**src/rtl/mips_ctrl_pkg.sv**
```systemverilog
// Shared encodings for the multicycle MIPS control unit.
// State codes, opcode constants, ALU operation and datapath mux selects.
// Also holds the decoded instruction class used inside the controller.
package mips_ctrl_pkg;

   // FSM state codes (also exported on the debug state port)
   localparam logic [3:0] ST_FETCH   = 4'd0;
   localparam logic [3:0] ST_DECODE  = 4'd1;
   localparam logic [3:0] ST_MEMADDR = 4'd2;
   localparam logic [3:0] ST_MEM_RD  = 4'd3;
   localparam logic [3:0] ST_MEM_WR  = 4'd4;
   localparam logic [3:0] ST_WB_MEM  = 4'd5;
   localparam logic [3:0] ST_EXEC_R  = 4'd6;
   localparam logic [3:0] ST_EXEC_I  = 4'd7;
   localparam logic [3:0] ST_WB_ALU  = 4'd8;
   localparam logic [3:0] ST_BRANCH  = 4'd9;
   localparam logic [3:0] ST_JUMP    = 4'd10;
   localparam logic [3:0] ST_FAULT   = 4'd15;

   // Opcode field values
   localparam logic [5:0] OP_R    = 6'b000000;
   localparam logic [5:0] OP_ADDI = 6'b001000;
   localparam logic [5:0] OP_LW   = 6'b100011;
   localparam logic [5:0] OP_SW   = 6'b101011;
   localparam logic [5:0] OP_BEQ  = 6'b000100;
   localparam logic [5:0] OP_BNE  = 6'b000101;
   localparam logic [5:0] OP_J    = 6'b000010;

   // ALU operation
   localparam logic [1:0] ALU_ADD   = 2'd0;
   localparam logic [1:0] ALU_SUB   = 2'd1;
   localparam logic [1:0] ALU_FUNCT = 2'd2;

   // ALU source B select
   localparam logic [1:0] SRCB_RT      = 2'd0;
   localparam logic [1:0] SRCB_FOUR    = 2'd1;
   localparam logic [1:0] SRCB_IMM     = 2'd2;
   localparam logic [1:0] SRCB_IMM_SH2 = 2'd3;

   // PC source select
   localparam logic [1:0] PCSRC_ALU    = 2'd0;
   localparam logic [1:0] PCSRC_ALUOUT = 2'd1;
   localparam logic [1:0] PCSRC_JUMP   = 2'd2;

   // Instruction class captured in DECODE
   typedef enum logic [2:0] {
      OT_NONE, OT_R, OT_ADDI, OT_LW, OT_SW, OT_BEQ, OT_BNE, OT_J
   } op_type_t;

endpackage

```
**src/rtl/mem_wait_timer.sv**
```systemverilog
// Counts cycles spent waiting on memory and flags the last permitted wait.
// Latency: expired is combinational from the registered count.
// Backpressure: none; clear has priority over tick, count saturates at the limit.
module mem_wait_timer #(
   parameter int MEM_TIMEOUT = 15
) (
   input  logic clk,
   input  logic nrst,
   input  logic clear,
   input  logic tick,
   output logic expired
);

   logic [7:0] count_q;

   // Wait-cycle counter: cleared on state entry, advanced on each stalled cycle
   always_ff @(posedge clk or negedge nrst) begin
      if (!nrst)
         count_q <= '0;
      else if (clear)
         count_q <= '0;
      else if (tick && !expired)
         count_q <= count_q + 8'd1;
   end

   // A stall in this cycle would be the MEM_TIMEOUT-th one
   assign expired = (count_q == 8'(MEM_TIMEOUT - 1));

endmodule

```
**src/rtl/multicycle_control.sv**
```systemverilog
// Multicycle MIPS control FSM: sequences fetch/decode/execute/memory/writeback.
// Latency: R/ADDI/SW 4 cycles, LW 5, BEQ/BNE/J 3, plus memory stall cycles.
// Backpressure: stalls in memory states on mem_ready=0; stall timeout -> sticky FAULT.
module multicycle_control
   import mips_ctrl_pkg::*;
#(
   parameter int OPCODE_W    = 6,
   parameter int ALUOP_W     = 2,
   parameter int MEM_TIMEOUT = 15,
   parameter int HAS_BNE     = 1
) (
   input  logic                clk,
   input  logic                nrst,
   input  logic [OPCODE_W-1:0] opcode,
   input  logic                zero,
   input  logic                mem_ready,
   output logic                mem_req,
   output logic                mem_we,
   output logic                ir_write,
   output logic                pc_write,
   output logic                reg_write,
   output logic                mux_write_rt_rd,
   output logic                mux_reg_src_alu_mem,
   output logic                mux_alu_src_a,
   output logic [1:0]          mux_alu_src_b,
   output logic [1:0]          mux_pc_src,
   output logic [ALUOP_W-1:0]  alu_op,
   output logic                instr_done,
   output logic                fault,
   output logic [3:0]          state
);

   logic [3:0] state_q, state_nxt;
   op_type_t   op_dec, op_type_q;
   logic       in_wait, expired;
   logic       mem_req_c, mem_we_c, ir_write_c, pc_write_c, reg_write_c, done_c;
   logic [1:0] alu_op_c;

   // Opcode classification; BNE is only legal when the build enables it
   always_comb begin
      op_dec = OT_NONE;
      if      (opcode == OPCODE_W'(OP_R))    op_dec = OT_R;
      else if (opcode == OPCODE_W'(OP_ADDI)) op_dec = OT_ADDI;
      else if (opcode == OPCODE_W'(OP_LW))   op_dec = OT_LW;
      else if (opcode == OPCODE_W'(OP_SW))   op_dec = OT_SW;
      else if (opcode == OPCODE_W'(OP_BEQ))  op_dec = OT_BEQ;
      else if (opcode == OPCODE_W'(OP_BNE) && HAS_BNE != 0) op_dec = OT_BNE;
      else if (opcode == OPCODE_W'(OP_J))    op_dec = OT_J;
   end

   assign in_wait = (state_q == ST_FETCH) || (state_q == ST_MEM_RD) || (state_q == ST_MEM_WR);

   mem_wait_timer #(.MEM_TIMEOUT(MEM_TIMEOUT)) u_timer (
      .clk     (clk),
      .nrst    (nrst),
      .clear   (state_nxt != state_q),
      .tick    (in_wait && !mem_ready),
      .expired (expired)
   );

   // Next-state selection; a ready memory always beats the timeout
   always_comb begin
      state_nxt = state_q;
      case (state_q)
         ST_FETCH:   if (mem_ready) state_nxt = ST_DECODE;
                     else if (expired) state_nxt = ST_FAULT;
         ST_DECODE:  case (op_dec)
                        OT_R:          state_nxt = ST_EXEC_R;
                        OT_ADDI:       state_nxt = ST_EXEC_I;
                        OT_LW, OT_SW:  state_nxt = ST_MEMADDR;
                        OT_BEQ, OT_BNE: state_nxt = ST_BRANCH;
                        OT_J:          state_nxt = ST_JUMP;
                        default:       state_nxt = ST_FAULT;
                     endcase
         ST_MEMADDR: state_nxt = (op_type_q == OT_SW) ? ST_MEM_WR : ST_MEM_RD;
         ST_MEM_RD:  if (mem_ready) state_nxt = ST_WB_MEM;
                     else if (expired) state_nxt = ST_FAULT;
         ST_MEM_WR:  if (mem_ready) state_nxt = ST_FETCH;
                     else if (expired) state_nxt = ST_FAULT;
         ST_EXEC_R, ST_EXEC_I: state_nxt = ST_WB_ALU;
         ST_WB_MEM, ST_WB_ALU, ST_BRANCH, ST_JUMP: state_nxt = ST_FETCH;
         default:    state_nxt = ST_FAULT;
      endcase
   end

   // State register and instruction class latched while in DECODE
   always_ff @(posedge clk or negedge nrst) begin
      if (!nrst) begin
         state_q   <= ST_FETCH;
         op_type_q <= OT_NONE;
      end else begin
         state_q <= state_nxt;
         if (state_q == ST_DECODE)
            op_type_q <= op_dec;
      end
   end

   // Per-state datapath controls and raw enables
   always_comb begin
      mem_req_c           = 1'b0;
      mem_we_c            = 1'b0;
      ir_write_c          = 1'b0;
      pc_write_c          = 1'b0;
      reg_write_c         = 1'b0;
      done_c              = 1'b0;
      mux_write_rt_rd     = 1'b1;
      mux_reg_src_alu_mem = 1'b1;
      mux_alu_src_a       = 1'b0;
      mux_alu_src_b       = SRCB_FOUR;
      mux_pc_src          = PCSRC_ALU;
      alu_op_c            = ALU_ADD;
      case (state_q)
         ST_FETCH: begin
            mem_req_c  = 1'b1;
            ir_write_c = mem_ready;
            pc_write_c = mem_ready;
         end
         ST_DECODE:  mux_alu_src_b = SRCB_IMM_SH2;
         ST_EXEC_R: begin
            mux_alu_src_a = 1'b1;
            mux_alu_src_b = SRCB_RT;
            alu_op_c      = ALU_FUNCT;
         end
         ST_EXEC_I, ST_MEMADDR: begin
            mux_alu_src_a = 1'b1;
            mux_alu_src_b = SRCB_IMM;
         end
         ST_MEM_RD:  mem_req_c = 1'b1;
         ST_MEM_WR: begin
            mem_req_c = 1'b1;
            mem_we_c  = 1'b1;
            done_c    = mem_ready;
         end
         ST_WB_MEM: begin
            reg_write_c         = 1'b1;
            mux_write_rt_rd     = 1'b0;
            mux_reg_src_alu_mem = 1'b0;
            done_c              = 1'b1;
         end
         ST_WB_ALU: begin
            reg_write_c     = 1'b1;
            mux_write_rt_rd = (op_type_q == OT_R);
            done_c          = 1'b1;
         end
         ST_BRANCH: begin
            mux_alu_src_a = 1'b1;
            mux_alu_src_b = SRCB_RT;
            alu_op_c      = ALU_SUB;
            mux_pc_src    = PCSRC_ALUOUT;
            pc_write_c    = (op_type_q == OT_BNE) ? !zero : zero;
            done_c        = 1'b1;
         end
         ST_JUMP: begin
            mux_pc_src = PCSRC_JUMP;
            pc_write_c = 1'b1;
            done_c     = 1'b1;
         end
         default: ;
      endcase
   end

   // Enables are forced low for the whole time reset is held
   assign mem_req    = mem_req_c   & nrst;
   assign mem_we     = mem_we_c    & nrst;
   assign ir_write   = ir_write_c  & nrst;
   assign pc_write   = pc_write_c  & nrst;
   assign reg_write  = reg_write_c & nrst;
   assign instr_done = done_c      & nrst;
   assign alu_op     = ALUOP_W'(alu_op_c);
   assign fault      = (state_q == ST_FAULT);
   assign state      = state_q;

endmodule

```
**config.mk**
```make
export PLATFORM = sky130hd
export DESIGN_NAME = multicycle_control
export DESIGN_NICKNAME = d
export VERILOG_FILES = /design/src/rtl/mips_ctrl_pkg.sv /design/src/rtl/mem_wait_timer.sv /design/src/rtl/multicycle_control.sv
export SDC_FILE = /design/constraint.sdc
export NUM_CORES = 1
export LEC_CHECK = 0
export ABC_AREA = 1
export ABC_CLOCK_PERIOD_IN_PS = 1750
export CAP_MARGIN = 10
export CORE_UTILIZATION = 48
export DETAILED_ROUTE_END_ITERATION = 8
export GPL_ROUTABILITY_DRIVEN = 0
export PLACE_DENSITY_LB_ADDON = 0.15
export SLEW_MARGIN = 15
export SYNTH_ARGS = -nofsm -noshare
export SYNTH_HDL_FRONTEND = slang
export SYNTH_SLANG_ARGS = --single-unit
```
**constraint.sdc**
```tcl
create_clock -name clk -period 1.75 [get_ports clk]
set_input_delay 0.525 -clock clk [delete_from_list [all_inputs] [get_ports clk]]
set_output_delay 0.525 -clock clk [all_outputs]
set_load 0.01 [all_outputs]
```
==> results of run 1 <==
per-layer routing:
metal | track usage (%) | vias to the layer above | share of wire, %
li1 | - | 892 | -
met1 | 38.8 | 1013 | 34
met2 | 61.7 | 212 | 48
met3 | 5.30 | 77 | 9.7
met4 | 13.2 | 0 | 8.1
met5 | 0 | - | 0
per-stage QoR:
step           TNS (ps)  utilization [%]  worst slack (ps)  hold WS [ps]
2_1_floorplan         0                -              1.33           229
3_3_place_gp     -11260             77.6              -616           567
3_5_place_dp     -11840             77.6              -637           578
4_1_cts           -5100             85.5              -352           598
5_1_grt           -9990             95.1              -541           617
6_report          -9500             95.1              -516           589
cells in the final DEF (no fill, tap or decap), drive strengths merged, types with 2 or more instances in the layout:
cell type,instances
nor2,37
a31o,2
dlymetal6s2s,2
nor3,10
clkdlybuf4s15,2
dfrtp,15
inv,35
o211ai,2
xor2,4
ha,2
dlygate4sd2,7
nand4,8
clkbuf,4
nand3,25
clkdlybuf4s50,2
nand2,50
a21oi,7
buf,92
o21ai,5
worst paths after layout:
check	slack, ps	endpoint	startpoint
worst max-delay path	-520	pc_write	state[3]$_DFF_PN0_
worst min-delay path	590	u_timer.count_q[1]$_DFFE_PN0P_	u_timer.count_q[1]$_DFFE_PN0P_
worst max register to register	-450	u_timer.count_q[5]$_DFFE_PN0P_	state[0]$_DFF_PN0_
worst min register to register	590	u_timer.count_q[1]$_DFFE_PN0P_	u_timer.count_q[1]$_DFFE_PN0P_
max in group asynchronous	920	state[1]$_DFF_PN0_	nrst
min in group asynchronous	620	u_timer.count_q[1]$_DFFE_PN0P_	nrst
power groups by stage:
stage | Sequential (mW) | Clock, mW | Combinational, mW
after floorplan | 0.565 | 0 | 1.36
after global placement | 0.544 | 0 | 2.58
after detailed placement | 0.546 | 0 | 2.62
after CTS | 0.533 | 0.222 | 2.94
after global routing | 0.565 | 0.232 | 4.06
final | 0.564 | 0.219 | 3.90
registers in the layout, indices dropped and copies added (netlist names):
signal           cells
state                4
op_type_q            3
u_timer.count_q      8
cells by family (layout without fill, tap and decap cells):
logic type | count (synthesis) | after routing | synth area share, %
AOI/OAI and AO/OA | 18 | 18 | 8.03
adders and majority gates | 2 | 2 | 1.74
xor gates and xnor gates | 5 | 5 | 3.05
buffers and inverters | 37 | 145 | 10.5
and+or+nand+nor | 131 | 131 | 50.5
DFF | 15 | 15 | 26.2
cell type report:
| cell class | count | area (µm²) | area share (%) |
|---|---|---|---|
| sequential | 15 | 380 | 14.4 |
| clock buffer | 3 | 22.5 | 0.851 |
| timing repair buffer | 106 | 868 | 32.8 |
| clock inverter | 1 | 5.00 | 0.189 |
| multi-input combinational | 156 | 1190 | 45.1 |
| inverter | 35 | 139 | 5.25 |
| tap | 31 | 38.8 | 1.47 |
repair_timing:
action                     in CTS  in global routing
setup buffers                  13                 18
pin swaps                      25                 34
gates resized for setup       120                 56
setup endpoints to repair      27                 27
worst reg2reg max path, delay by kind of cell, from the launching register on:
kind                   cells  cell delay (ps)
buffers and inverters      6              680
DFF                        1              460
and+or+nand+nor            9             1000
==> results.cfg, run 1 <==
[run_status]
status = complete, but fails checks
failed_checks = negative setup slack

[worst_hold_path]
hold_path_class = reg -> reg
worstHoldPathCells = 2

[pwr]
total_power_mw = 4.69
power-per-cell-area_nw_per_um2 = 1770
irDropWorstVdd_v = 0.00162
p_switching_mw = 2.42
leakage_nw = 1.28
swShare_pct = 51.6
clkPwrFrac_pct = 4.7
power_frac_seq_pct = 12.0
p_comb_share_pct = 83.3
internal_power_mw = 2.27

[floorplan]
rows = 19
dieArea_um2 = 3210
io_pins = 30
fp.dieH_um = 56.7
coreArea_um2 = 2780
die_x_um = 56.7
initial_core_util_pct = 51.6

[synthesis]
synth_commonest_cells = 41 x nand2_1, 30 x inv_1, 29 x nor2_1, 19 x nand3_1, 15 x dfrtp_1
synthFlopType = dfrtp_1
syn_nets = 220
ys_types = 30
netlist.top_cell.by_area = dfrtp_1
synth_area_leaders = dfrtp_1 26%, nand2_1 11%, inv_1 7.9%
syn_area_um2 = 1430
synthArstFlopShare_pct = 100
avgSynthCellArea_um2 = 6.89
synth_edf_count = 0
synth.most_common_cell = nand2_1
yosysTopAreaCellShare_pct = 26.2
ys_ff_latch = 15
ys_seq_area_share_pct = 26.2
syn_inst = 208
ys_warn_count = 0

[flow_run]
maxCapViolCount = 0

[timing]
rsz0062_at_grt = yes
fmax_mhz = 441
finalCritPeriodShare_pct = 129
worst_slew_pin_slew_ps = 354
fin_skew_ps = 5.57
drv_slew = 0
relSlewSlack_pct = 76.3
timing.final.ws_setup_ps = -516
setup_viol = 27
finalHoldViolations = 0
fin_crit_ps = 2270

[route]
avgRoutedWirePerCell_um = 21.1
vias_per_cell = 6.32
vias = 2194
drtIter0Drc = 275
routed_wl_um = 7330
drc_errors = 0
ant_nets = 0
firstDrtPassIters = 8

[critical_path]
path_buf_inv = 4
crit_slowest_cell = dfrtp_2
start_kind = flop
crit_family = buffers and inverters
worstPathRequired_ps = 1220
cp-end-kind = output port
cp_max_fo = 4
crit_arrival_ps = 1740
cp_num_cells = 8
reg2regPathDepth = 15
path_cells = buf_6, nor2_4, buf_6, nand2_4, inv_4, nand2_4, a31oi_1, buf_2
crit_type = reg -> out
crit_path_max_incr_delay_ps = 450

[placed_design]
place_inst = 318
place_area_um2 = 2160
numPortBuffers = 29
dpl.hpwl_um = 2970

[global_route]
grt_remaining_overflow = 0
grt_max_degree = 16
grt_pass1_wl_um = 8270
grt_use_total_pct = 33.7
grt_pass1_vias = 1796
antenna_found_initial = 0

[clocking]
clk_latency_ps = 300
ctsRootBufferMaster = clkbuf_4
tritoncts = built
cts.hold.buffers_added = 0
cts_max_path_buffers = 2
htree_num_levels = 1
cts_buffers = 3
cts.sinks = 15
clk_pin_slew_ps = 100

[final_layout]
finalNetCount = 329
final_cells = 347
area_delta_synth_final_pct = 84.6
fillCellCount = 73
drive_gt1_share_pct = 63.6
fin_area_um2 = 2650
num_antenna_cells = 0
(Power assumes the default switching activity.)
==> run 2, diff against run 1 <==
TNS_END_PERCENT = 5   (was unset)
==> run 2 against run 1 <==
Effect of this change:
- the run still ends with negative setup slack left
- maximum frequency is 4.6% higher
- final cell count is 6.3% lower
- sequential power is 5.3% lower
- sequential share of layout area is 2.5 points higher
- clock power is 3% lower
- global-route usage is 3.0 points lower
- clock-buffer cell count is 1 higher
- combinational power is 28% lower
- highest routed layer unchanged
==> results.cfg, run 2 (same netlist as run 1, synthesis figures left out) <==
[run_status]
status = complete, but fails checks
failed_checks = negative setup slack

[timing]
fin_crit_ps = 2170
drv_slew = 0
worst_slew_pin_slew_ps = 212
timing.final.ws_setup_ps = -416
setup_viol = 23
fin_skew_ps = 2.13
tns_ps = -5750
rsz0062_at_grt = yes
fmax_mhz = 462
finalCritPeriodShare_pct = 124
finalHoldViolations = 0
relSlewSlack_pct = 85.7

[final_layout]
largest-register = u_timer.count_q
final_cell_mix = 52 x buf_4, 36 x nand2_1, 22 x inv_1
layout_commonest_cell = buf_4
num_antenna_cells = 0
area_delta_synth_final_pct = 56.5
drive_gt1_share_pct = 49.7
fin_util_pct = 80.7
fillCellCount = 208
largest_reg_flops = 8
finalNetCount = 307
final_cells = 325

[clocking]
clk_pin_slew_ps = 100
htree_num_levels = 1
clk_latency_ps = 290
tritoncts = built
cts.sinks = 15
cts_max_path_buffers = 2
ctsRootBufferMaster = clkbuf_4
cts_buffers = 3

[route]
highest_layer = met4
routed-wl-met3_um = 232
routed_wl_um = 4440
firstDrtPassIters = 4
avgRoutedWirePerCell_um = 13.7
dr_wl_met2_um = 2250
drc_errors = 0
vias_per_cell = 5.22
drt-met1-wl_um = 1820
vias = 1698
ant_nets = 0
drtIter0Drc = 54

[pwr]
irDropWorstVdd_v = 0.00155
power-per-cell-area_nw_per_um2 = 1570
leakage_nw = 1.13

[global_route]
grt_use_total_pct = 30.7
antenna_found_initial = 0
grt_remaining_overflow = 0
grt_max_degree = 16
grt_pass1_wl_um = 7660
grt_pass1_vias = 1753

[floorplan]
fp.dieH_um = 56.7
die_x_um = 56.7
rows = 19
initial_core_util_pct = 51.6
coreArea_um2 = 2780
dieArea_um2 = 3210
io_pins = 30

[critical_path]
timing.rr.start = state[2]$_DFF_PN0_
cp-startpoint = state[2]$_DFF_PN0_
cp_max_fo = 5
crit_type = reg -> out
worstPathRequired_ps = 1220
start_kind = flop
cp-end-kind = output port
crit_arrival_ps = 1640

[placed_design]
numPortBuffers = 29
place_inst = 314
post-place-ws_ps = -771
dpl.hpwl_um = 3190

[worst_hold_path]
hold_path_class = in -> async

[flow_run]
maxCapViolCount = 0
-- run 2: worst paths after layout --
check,to,slack (ps),cells after the start
worst max-delay path,alu_op[1],-420,6
worst min register to register,u_timer.count_q[1]$_DFFE_PN0P_,610,2
max in group asynchronous,state[0]$_DFF_PN0_,1170,2
worst min-delay path,u_timer.count_q[1]$_DFFE_PN0P_,390,2
worst max register to register,u_timer.count_q[3]$_DFFE_PN0P_,-190,14
min in group clk,u_timer.count_q[1]$_DFFE_PN0P_,610,2
-- run 2: area by class of cell --
cell class / count / area, µm² / share of cell area (%)
sequential: 15 / 379 / 16.9
multi-input combinational: 156 / 1000 / 44.7
clock buffer: 4 / 26.3 / 1.17
tap: 31 / 38.8 / 1.73
timing repair buffer: 84 / 662 / 29.5
inverter: 35 / 134 / 5.97
-- run 2: worst max-delay path, cell delays in order (launching register included) --
cell and delay, ps:
dfrtp_2 430, inv_1 80, nor2_2 190, inv_1 100, buf_4 160, nor2_1 110, dlygate4sd2_1 280
-- run 2: routing by layer --
layer	vias up	GRT usage, %
li1	840	-
met1	789	36.2
met2	56	55.1
met3	13	5.76
met4	0	10.5
met5	-	0
-- run 2: stage by stage --
stage          hold slack [ps]  area [µm²]  total power [mW]
2_1_floorplan              229        1440              1.89
3_3_place_gp               569        2110              3.00
3_5_place_dp               604        2110              3.05
4_1_cts                    394        2220              3.39
5_1_grt                    418        2240              3.78
6_report                   392        2240              3.53
-- run 2: power by group --
group / switching (mW) / total, mW / internal [mW]
clock: 0.123 / 0.212 / 0.0887
combinational: 1.54 / 2.79 / 1.25
sequential: 0.0955 / 0.534 / 0.439
-- run 2: timing repair --
item                       CTS  global route
setup buffers                5             2
hold buffers                 0             0
pin swaps                    6             4
setup endpoints to repair   27            25
resized for setup           93            11
==> run 3, diff against run 2 <==
REMOVE_ABC_BUFFERS = 1   (was unset)
==> run 3 against run 2 <==
Effect of this change:
- the flow still finishes with violations (negative setup slack)
- first-iteration DRC count up 44%
- final cell count rose by 3.7%
- sequential cell count is the same
- die area unchanged
- clock power is essentially flat
- core utilization rose by 5.2 points
- worst hold slack got worse by 68 ps
- wire length grew 13%
- critical path type unchanged
- critical endpoint is now mux_alu_src_b[0]
- largest power group unchanged
==> results.cfg, run 3 (same netlist as run 1, synthesis figures left out) <==
[clocking]
clk_pin_slew_ps = 100
ctsRootBufferMaster = clkbuf_4
cts_buffers = 3
cts.sinks = 15
tritoncts = built
cts.hold.buffers_added = 0
htree_num_levels = 1
clk_latency_ps = 290
cts_max_path_buffers = 2

[timing]
fmax_mhz = 464
tns_ps = -6990
fin_skew_ps = 0.777
fin_crit_ps = 2150
timing.final.ws_setup_ps = -404
drv_slew = 0
finalHoldViolations = 0
rsz0062_at_grt = yes
worst_slew_pin_slew_ps = 268
finalCritPeriodShare_pct = 123
relSlewSlack_pct = 82.0
setup_viol = 24

[final_layout]
area_delta_synth_final_pct = 66.5
fin_util_pct = 85.8
drive_gt1_share_pct = 52.9
fillCellCount = 156
final_cell_mix = 57 x buf_4, 37 x nand2_1, 21 x inv_1, 21 x nor2_1, 14 x nand3_1
layout_commonest_cell = buf_4
largest_reg_flops = 8
finalNetCount = 319
final-seq-area_um2 = 379
num_antenna_cells = 0
multiInputGateArea_um2 = 1020
largest-register = u_timer.count_q

[critical_path]
crit_arrival_ps = 1630
timing.rr.start = state[0]$_DFF_PN0_
cp-end-kind = output port
r2r_slack_ps = -310
reg2regPathDepth = 13
worstPathRequired_ps = 1220
rr_endpoint = u_timer.count_q[5]$_DFFE_PN0P_
cp_max_fo = 3
start_kind = flop
crit_type = reg -> out

[route]
routed_wl_um = 5040
vias_per_cell = 5.50
vias = 1852
ant_nets = 0
drc_errors = 0
avgRoutedWirePerCell_um = 14.9
firstDrtPassIters = 4
drtIter0Drc = 78

[floorplan]
initial_core_util_pct = 51.6
fp.dieH_um = 56.7
die_x_um = 56.7
rows = 19
io_pins = 30
dieArea_um2 = 3210
coreArea_um2 = 2780

[global_route]
antenna_found_initial = 0
grt_pass1_vias = 1759
grt_use_total_pct = 31.0
grt_max_degree = 16
grt_pass1_wl_um = 7760
grt_remaining_overflow = 0

[run_status]
failed_checks = negative setup slack
status = complete, but fails checks

[pwr]
irDropWorstVdd_v = 0.00180
total_power_mw = 3.86
power-per-cell-area_nw_per_um2 = 1620
leakage_nw = 1.21

[placed_design]
numPortBuffers = 29
dpl.hpwl_um = 3050

[worst_hold_path]
hold_path_class = in -> async

[flow_run]
maxCapViolCount = 0
run 3: changes by cell type in the layout (fill, tap and decap cells not counted), sizes merged:
cell           before  now
buf                69   81
clkbuf              4    3
clkdlybuf4s50       7    8
clkinv              0    1
dlygate4sd2         7    6
run 3: worst max-delay path by stage:
stage | from | end | slack (ps) | cells past startpoint
final | state[3]$_DFF_PN0_ | mux_alu_src_b[0] | -400 | 10
after global routing | state[3]$_DFF_PN0_ | mux_alu_src_b[0] | -440 | 10
after CTS | state[2]$_DFF_PN0_ | mux_alu_src_b[1] | -300 | 8
after detailed placement | nrst | mem_we | -640 | 4
after global placement | nrst | mem_we | -620 | 4
after floorplan | state[3]$_DFF_PN0_ | pc_write | -290 | 6
run 3: cell type report:
| type | count | share of cell area, % |
|---|---|---|
| multi-input cells | 156 | 42.7 |
| repair buffers | 96 | 33.0 |
| flip-flops and latches | 15 | 15.9 |
| inverters | 35 | 5.61 |
| well taps | 31 | 1.62 |
| clock buffers | 3 | 0.943 |
| clock inverters | 1 | 0.210 |
run 3: critical path: stages (launching register included):
cell,delay [ps]
dfrtp_1,410
inv_1,110
nor2_2,50
inv_2,120
nor2_4,60
buf_4,130
buf_4,120
inv_1,60
nand3_2,90
inv_1,80
buf_2,130
run 3: metrics by stage:
stage | setup slack (ps) | cell area, µm² | cells | hold slack (ps)
after CTS | -304 | 2300 | 334 | 335
after floorplan | -292 | 1420 | 206 | 229
after detailed placement | -637 | 2120 | 314 | 557
final | -404 | 2390 | 337 | 324
after global routing | -437 | 2390 | 337 | 358
after global placement | -618 | 2120 | 314 | 528
run 3: power breakdown:
group	switching, mW	internal [mW]
Clock	0.125	0.0851
Sequential	0.114	0.439
Combinational	1.68	1.42
run 3: what timing repair did:
action,CTS,global route
endpoints found under the setup margin,27,26
setup buffers,16,3
pin swaps,10,7
resized for setup,97,22
run 3: per-layer routing:
layer / global-route usage [%] / vias up / wire, µm
met3: 4.15 / 23 / 261
li1: - / 870 / -
met1: 36.9 / 873 / 2040
met5: 0 / - / 0
met4: 11.5 / 0 / 155
met2: 56.0 / 86 / 2580
